--- src/rtl/trig_pkg.sv ---
// Shared types and elaboration helpers for the multi-channel trigger generator.
// Optional per-channel pulse counting is enabled with the TRIG_COUNT_EN macro.
package trig_pkg;

    localparam int unsigned STATE_W = 2;

    typedef enum logic [STATE_W-1:0] {
        IDLE    = 2'd0,
        DELAY   = 2'd1,
        PULSE   = 2'd2,
        HOLDOFF = 2'd3
    } trig_state_e;

    function automatic int unsigned us_to_cyc(input int unsigned t_us, input int unsigned clk_mhz);
        return t_us * clk_mhz;
    endfunction

    function automatic int unsigned max3(input int unsigned a, input int unsigned b, input int unsigned c);
        int unsigned m;
        m = (a > b) ? a : b;
        return (m > c) ? m : c;
    endfunction

    // Bits needed to hold values 0..max_val (at least one bit).
    function automatic int unsigned cnt_width(input int unsigned max_val);
        return (max_val < 1) ? 1 : $clog2(max_val + 1);
    endfunction

endpackage

--- src/rtl/trig_channel.sv ---
// One trigger channel: ready synchroniser, DELAY/PULSE/HOLDOFF sequencer, shared down-counter.
// With TRIG_COUNT_EN defined, also keeps a wrapping count of pulses issued.
module trig_channel
    import trig_pkg::*;
#(
    parameter int unsigned DLY   = 12,
    parameter int unsigned PLS   = 24,
    parameter int unsigned HLD   = 96
`ifdef TRIG_COUNT_EN
    ,
    parameter int unsigned CNT_W = 16
`endif
) (
    input  logic             sys_clk,
    input  logic             sys_rst,
    input  logic             ch_en,
    input  logic             bin_rdy_n,
    input  logic             det_rdy_n,
    output logic             trig_n,
    output logic             busy
`ifdef TRIG_COUNT_EN
    ,
    output logic [CNT_W-1:0] trig_count
`endif
);

    localparam int unsigned TMR_W = cnt_width(max3(DLY, PLS, HLD));
    localparam logic [TMR_W-1:0] DLY_LD = (DLY > 0) ? TMR_W'(DLY - 1) : '0;
    localparam logic [TMR_W-1:0] PLS_LD = TMR_W'(PLS - 1);
    localparam logic [TMR_W-1:0] HLD_LD = TMR_W'(HLD - 1);

    // Synchronisers carry the active-high sense so their reset value means "not ready".
    logic [1:0] bin_sync;
    logic [1:0] det_sync;
    logic       rdy;

    trig_state_e      state;
    trig_state_e      state_nxt;
    logic [TMR_W-1:0] tmr;
    logic [TMR_W-1:0] tmr_nxt;
    logic             tmr_zero;

    assign rdy      = ch_en & bin_sync[1] & det_sync[1];
    assign tmr_zero = (tmr == '0);

    // Next-state and counter reload logic.
    always_comb begin
        state_nxt = state;
        tmr_nxt   = tmr;
        case (state)
            IDLE: begin
                if (rdy) begin
                    if (DLY > 0) begin
                        state_nxt = DELAY;
                        tmr_nxt   = DLY_LD;
                    end else begin
                        state_nxt = PULSE;
                        tmr_nxt   = PLS_LD;
                    end
                end
            end
            DELAY: begin
                if (!rdy) begin
                    state_nxt = IDLE;
                    tmr_nxt   = '0;
                end else if (tmr_zero) begin
                    state_nxt = PULSE;
                    tmr_nxt   = PLS_LD;
                end else begin
                    tmr_nxt = tmr - TMR_W'(1);
                end
            end
            PULSE: begin
                if (tmr_zero) begin
                    state_nxt = HOLDOFF;
                    tmr_nxt   = HLD_LD;
                end else begin
                    tmr_nxt = tmr - TMR_W'(1);
                end
            end
            HOLDOFF: begin
                if (tmr_zero) begin
                    state_nxt = IDLE;
                end else begin
                    tmr_nxt = tmr - TMR_W'(1);
                end
            end
            default: begin
                state_nxt = IDLE;
                tmr_nxt   = '0;
            end
        endcase
    end

    // State, counter, synchronisers and registered outputs.
    always_ff @(posedge sys_clk) begin
        if (sys_rst) begin
            state    <= IDLE;
            tmr      <= '0;
            bin_sync <= '0;
            det_sync <= '0;
            trig_n   <= 1'b1;
            busy     <= 1'b0;
        end else begin
            state    <= state_nxt;
            tmr      <= tmr_nxt;
            bin_sync <= {bin_sync[0], ~bin_rdy_n};
            det_sync <= {det_sync[0], ~det_rdy_n};
            trig_n   <= (state_nxt != PULSE);
            busy     <= (state_nxt != IDLE);
        end
    end

`ifdef TRIG_COUNT_EN
    // Counts PULSE entries; wraps naturally at 2^CNT_W.
    always_ff @(posedge sys_clk) begin
        if (sys_rst) begin
            trig_count <= '0;
        end else if ((state != PULSE) && (state_nxt == PULSE)) begin
            trig_count <= trig_count + CNT_W'(1);
        end
    end
`endif

endmodule

--- src/rtl/multi_trigger_gen.sv ---
// N-channel delayed trigger-pulse generator built from independent trig_channel instances.
// Define TRIG_COUNT_EN to add the packed per-channel trig_count output.
module multi_trigger_gen
    import trig_pkg::*;
#(
    parameter int unsigned N_CH       = 2,
    parameter int unsigned CLK_MHZ    = 12,
    parameter int unsigned T_US_DELAY = 10,
    parameter int unsigned T_US_PULSE = 50,
    parameter int unsigned T_US_INT   = 25000,
    parameter int unsigned CNT_W      = 16
) (
    input  logic                    sys_clk,
    input  logic                    sys_rst,
    input  logic [N_CH-1:0]         ch_en,
    input  logic [N_CH-1:0]         bin_rdy_n,
    input  logic [N_CH-1:0]         det_rdy_n,
    output logic [N_CH-1:0]         trig_n,
    output logic [N_CH-1:0]         busy
`ifdef TRIG_COUNT_EN
    ,
    output logic [N_CH*CNT_W-1:0]   trig_count
`endif
);

    localparam int unsigned DLY = us_to_cyc(T_US_DELAY, CLK_MHZ);
    localparam int unsigned PLS = us_to_cyc(T_US_PULSE, CLK_MHZ);
    localparam int unsigned HLD = us_to_cyc(T_US_INT - T_US_PULSE, CLK_MHZ);

    // Reject parameter sets the channel sequencer cannot honour.
    if ((N_CH < 1) || (N_CH > 8)) begin : g_bad_nch
        $error("multi_trigger_gen: N_CH must be 1..8");
    end
    if (T_US_PULSE < 1) begin : g_bad_pulse
        $error("multi_trigger_gen: T_US_PULSE must be >= 1");
    end
    if (T_US_INT <= T_US_PULSE) begin : g_bad_int
        $error("multi_trigger_gen: T_US_INT must exceed T_US_PULSE");
    end
    if (CNT_W < 1) begin : g_bad_cntw
        $error("multi_trigger_gen: CNT_W must be >= 1");
    end

    for (genvar ch = 0; ch < N_CH; ch++) begin : g_ch
        trig_channel #(
            .DLY   (DLY),
            .PLS   (PLS),
            .HLD   (HLD)
`ifdef TRIG_COUNT_EN
            ,
            .CNT_W (CNT_W)
`endif
        ) u_ch (
            .sys_clk    (sys_clk),
            .sys_rst    (sys_rst),
            .ch_en      (ch_en[ch]),
            .bin_rdy_n  (bin_rdy_n[ch]),
            .det_rdy_n  (det_rdy_n[ch]),
            .trig_n     (trig_n[ch]),
            .busy       (busy[ch])
`ifdef TRIG_COUNT_EN
            ,
            .trig_count (trig_count[ch*CNT_W +: CNT_W])
`endif
        );
    end

endmodule

--- config.mk ---
export PLATFORM = sky130hd
export DESIGN_NAME = multi_trigger_gen
export DESIGN_NICKNAME = d
export VERILOG_FILES = /design/src/rtl/trig_pkg.sv /design/src/rtl/trig_channel.sv /design/src/rtl/multi_trigger_gen.sv
export SDC_FILE = /design/constraint.sdc
export NUM_CORES = 1
export LEC_CHECK = 0
export CORE_MARGIN = 5
export CORE_UTILIZATION = 65
export DETAILED_ROUTE_END_ITERATION = 12
export GPL_ROUTABILITY_DRIVEN = 0
export MAX_ROUTING_LAYER = met4
export PLACE_DENSITY = 0.84
export SLEW_MARGIN = 5
export SYNTH_ARGS = -nofsm -noshare
export SYNTH_HDL_FRONTEND = slang
export SYNTH_SLANG_ARGS = --single-unit
export TNS_END_PERCENT = 30
--- constraint.sdc ---
create_clock -name sys_clk -period 5.9 [get_ports sys_clk]
set_clock_uncertainty 0.1 [all_clocks]
set_input_delay 0.885 -clock sys_clk [delete_from_list [all_inputs] [get_ports sys_clk]]
set_output_delay 0.885 -clock sys_clk [all_outputs]
set_load 0.1 [all_outputs]
==> impl_metrics.env <==
export IMPL_r2r_start="g_ch[1].u_ch.tmr[9]"
export IMPL_clock_latency_ns=0.31
export IMPL_max_vdd_ir_drop_uv=178
export IMPL_synthXorXnorAreaFrac_pct=3.46
export IMPL_synth_area_um2=3040
export IMPL_layout_common_cells="54 x dfxtp_1, 51 x nor2_1, 39 x nand2_1"
export IMPL_hold_buffers=0
export IMPL_p_leak_nw=1.23
export IMPL_drc_errors=0
export IMPL_grt_pass1_vias=2760
export IMPL_ys_types=55
export IMPL_drt_vias_per_instance=6.69
export IMPL_synth_ff_type="dfxtp_1"
export IMPL_antenna_found_initial=0
export IMPL_avgSynthCellArea_um2=7.68
export IMPL_grtUsageTotal_pct=25.7
export IMPL_yosys_area_share_simple_pct=31.2
export IMPL_reg2reg_depth=6
export IMPL_gr_total_overflow=0
export IMPL_hpwlAfterDp_um=5260
export IMPL_postCtsSetupBuffers=0
export IMPL_drtIter0Drc=352
export IMPL_worst_path_buf_inv=0
export IMPL_htree_num_levels=2
export IMPL_drive_gt1_share_pct=6.33
export IMPL_multiInputGateArea_um2=1830
export IMPL_critical_path_cell_chain="or4_4 -> nor4_2 -> nand2_1 -> o21ai_0 -> a31o_2 -> nor2_1"
export IMPL_cts_root_buf="clkbuf_8"
export IMPL_cap_violations=0
export IMPL_r2r_end="g_ch[1].u_ch.tmr[10]"
export IMPL_clock_sinks=54
export IMPL_finalCritPeriodShare_pct=48.7
export IMPL_synth_top_family_by_area="simple AND/OR/NAND/NOR gates"
export IMPL_synth_fa_ha_area_share_pct=1.65
export IMPL_fin_crit_ns=2.87
export IMPL_crit_path_end_kind="flop"
export IMPL_hold_path_depth=1
export IMPL_power_density_nw_per_um2=201
export IMPL_hold_end="g_ch[1].u_ch.det_sync[1]"
export IMPL_die_width_um=78.4
export IMPL_drt_wirelength_per_cell_um=16.6
export IMPL_fp_coreArea_um2=4440
export IMPL_clk_pin_slew_ns=0.09
export IMPL_cp_arrival_ns=2.97
export IMPL_grt_start_max_net_pins=33
export IMPL_hold_viol=0
export IMPL_slew_violations=0
export IMPL_synth_compound_area_share_pct=23.9
export IMPL_fmax_mhz=348
export IMPL_synth_async_sr_flop_share_pct=0
export IMPL_crit_type="reg -> reg"
export IMPL_die_area_um2=6150
export IMPL_worst_slew_pin_slew_ns=0.962
export IMPL_hp_start="g_ch[1].u_ch.det_sync[0]"
export IMPL_area_growth_pct=5.55
export IMPL_cp_top_family="simple AND/OR/NAND/NOR gates"
export IMPL_synthMuxAreaShare_pct=0
export IMPL_cp_slowest_cell="or4_4"
export IMPL_dr_pass1_iters=5
export IMPL_cts_buffers=5
export IMPL_antenna_left=0
export IMPL_place_ws_ns=2.94
export IMPL_cts_resized=0
export IMPL_io_pins=12
export IMPL_synth_edf_count=0
export IMPL_grt_pass1_wl_um=12600
export IMPL_vias=2990
export IMPL_syn_instance_count=396
export IMPL_slew_headroom_pct=35.6
export IMPL_clock_path_buffers=2
export IMPL_ys_seq_area_share_pct=35.5
export IMPL_finalNetCount=406
export IMPL_r2r_setup_slack_ns=3.03
export IMPL_slowest_delay_ns=0.60
export IMPL_rsz0062_at_grt="no"
export IMPL_cp_start_kind="flop"
export IMPL_fill_cells=368
export IMPL_hold_path_class="reg -> reg"
export IMPL_fp_dieH_um=78.4
export IMPL_port_buffer_count=11
export IMPL_fin_setup_tns_ns=0
export IMPL_initial_utilization_pct=68.4
export IMPL_num_antenna_cells=0
export IMPL_status="finished clean"
export IMPL_cts_tree="built"
export IMPL_setup_slack_ns=3.03
export IMPL_register_area_um2=1080
export IMPL_finalSetupViolCount=0
export IMPL_ys_warn_count=0
export IMPL_rows=24
export IMPL_required_ns=6.00
export IMPL_cp_max_fo=12
export IMPL_synth_nets=408
export IMPL_layout_commonest_cell="dfxtp_1"
export IMPL_ys_ff_latch=54
export IMPL_drt_total_wl_um=7400
routing by layer:
layer	vias to the layer above	share of wire, %	GRT usage (%)
met5	-	0	-
met4	0	1.1	9.79
met3	10	11	3.78
met2	174	42	37.1
met1	1354	46	36.4
li1	1452	-	-
worst max path at each step:
stage / startpoint / endpoint / slack, ns / depth (start not counted)
3_3_place_gp: ch_en[0] / g_ch[0].u_ch.tmr[16] / 3.06 / 7
4_1_cts: g_ch[1].u_ch.tmr[9] / g_ch[1].u_ch.tmr[16] / 3.11 / 6
5_1_grt: g_ch[0].u_ch.tmr[4] / g_ch[0].u_ch.tmr[10] / 2.85 / 6
6_report: g_ch[1].u_ch.tmr[9] / g_ch[1].u_ch.tmr[10] / 3.03 / 6
3_5_place_dp: ch_en[0] / g_ch[0].u_ch.tmr[16] / 2.94 / 7
2_1_floorplan: g_ch[1].u_ch.tmr[9] / g_ch[1].u_ch.tmr[12] / 3.66 / 6
cell type report:
class	count	share of cell area, %
Inverter	7	0.818
Sequential cell	54	33.7
Clock inverter	1	0.156
Timing Repair Buffer	12	3.66
Clock buffer	7	2.69
Multi-Input combinational cell	314	57.0
Tap cell	52	2.03
sequential cells by signal (all words and copies together), names as in the netlist:
signal and flops:
g_ch.u_ch.tmr 38, g_ch.u_ch.busy 2, g_ch.u_ch.trig_n 2, g_ch.u_ch.det_sync 4, g_ch.u_ch.state 4, g_ch.u_ch.bin_sync 4
logic make-up (layout without fill, tap and decap cells):
logic type                 count (synthesis)  after routing
and+or+nand+nor                          188            188
buffers and inverters                     28             27
adders and majority gates                  4              4
xor gates and xnor gates                  12             12
AOI/OAI and AO/OA                        110            110
DFF                                       54             54
metrics by stage:
stage / instances / hold WS (ns) / util (%) / total power (W) / cell area (um2)
CTS: 447 / 0.344 / 72.2 / 0.000648 / 3210
finish: 447 / 0.341 / 72.2 / 0.000645 / 3210
global route: 447 / 0.362 / 72.2 / 0.000670 / 3210
floorplan: 396 / 0.314 / - / 0.000423 / 3040
global placement: 439 / 0.316 / 70.2 / 0.000438 / 3120
detailed placement: 439 / 0.321 / 70.2 / 0.000439 / 3120
Yosys cell counts (all sizes together) (2+ instances only):
library cell | count | area share (%)
nand4 | 3 | 0.62
or4 | 7 | 1.9
nor2 | 52 | 6.5
o22ai | 4 | 0.82
o211ai | 3 | 0.74
clkbuf | 13 | 1.6
nor3 | 18 | 3.0
nand2 | 39 | 4.8
nand3b | 2 | 0.49
or3 | 7 | 1.6
nor2b | 6 | 1.2
o221a | 5 | 1.9
o21a | 5 | 1.2
o211a | 2 | 0.66
o2bb2ai | 2 | 0.58
o31a | 5 | 1.4
o21ai | 29 | 4.8
or2 | 7 | 1.4
a31oi | 3 | 0.62
and3 | 4 | 0.82
and2 | 5 | 1.0
a32o | 2 | 0.66
a31o | 2 | 0.58
ha | 4 | 1.6
xnor2 | 5 | 1.4
a211oi | 5 | 1.4
nand4b | 2 | 0.58
nand3 | 16 | 2.6
xor2 | 7 | 2.0
o31ai | 2 | 0.49
a21oi | 30 | 4.9
inv | 7 | 0.86
nor4 | 15 | 3.3
nor4b | 2 | 0.58
a21o | 2 | 0.49
dfxtp | 54 | 36
buf | 8 | 1.9
a22o | 4 | 1.2
report_power, final:
part / total (W) / internal, W / switching, W
registers: 0.000371 / 0.000368 / 0.00000284
logic: 0.0000610 / 0.0000220 / 0.0000390
clock network: 0.000213 / 0.0000950 / 0.000118
worst reg2reg max path: cells and delay by family, from the launching register on:
family,cells,cell delay [ns]
simple gates,4,1.64
compound gates,2,0.66
flops,1,0.38
No activity file was read; power rests on OpenSTA's default activity.
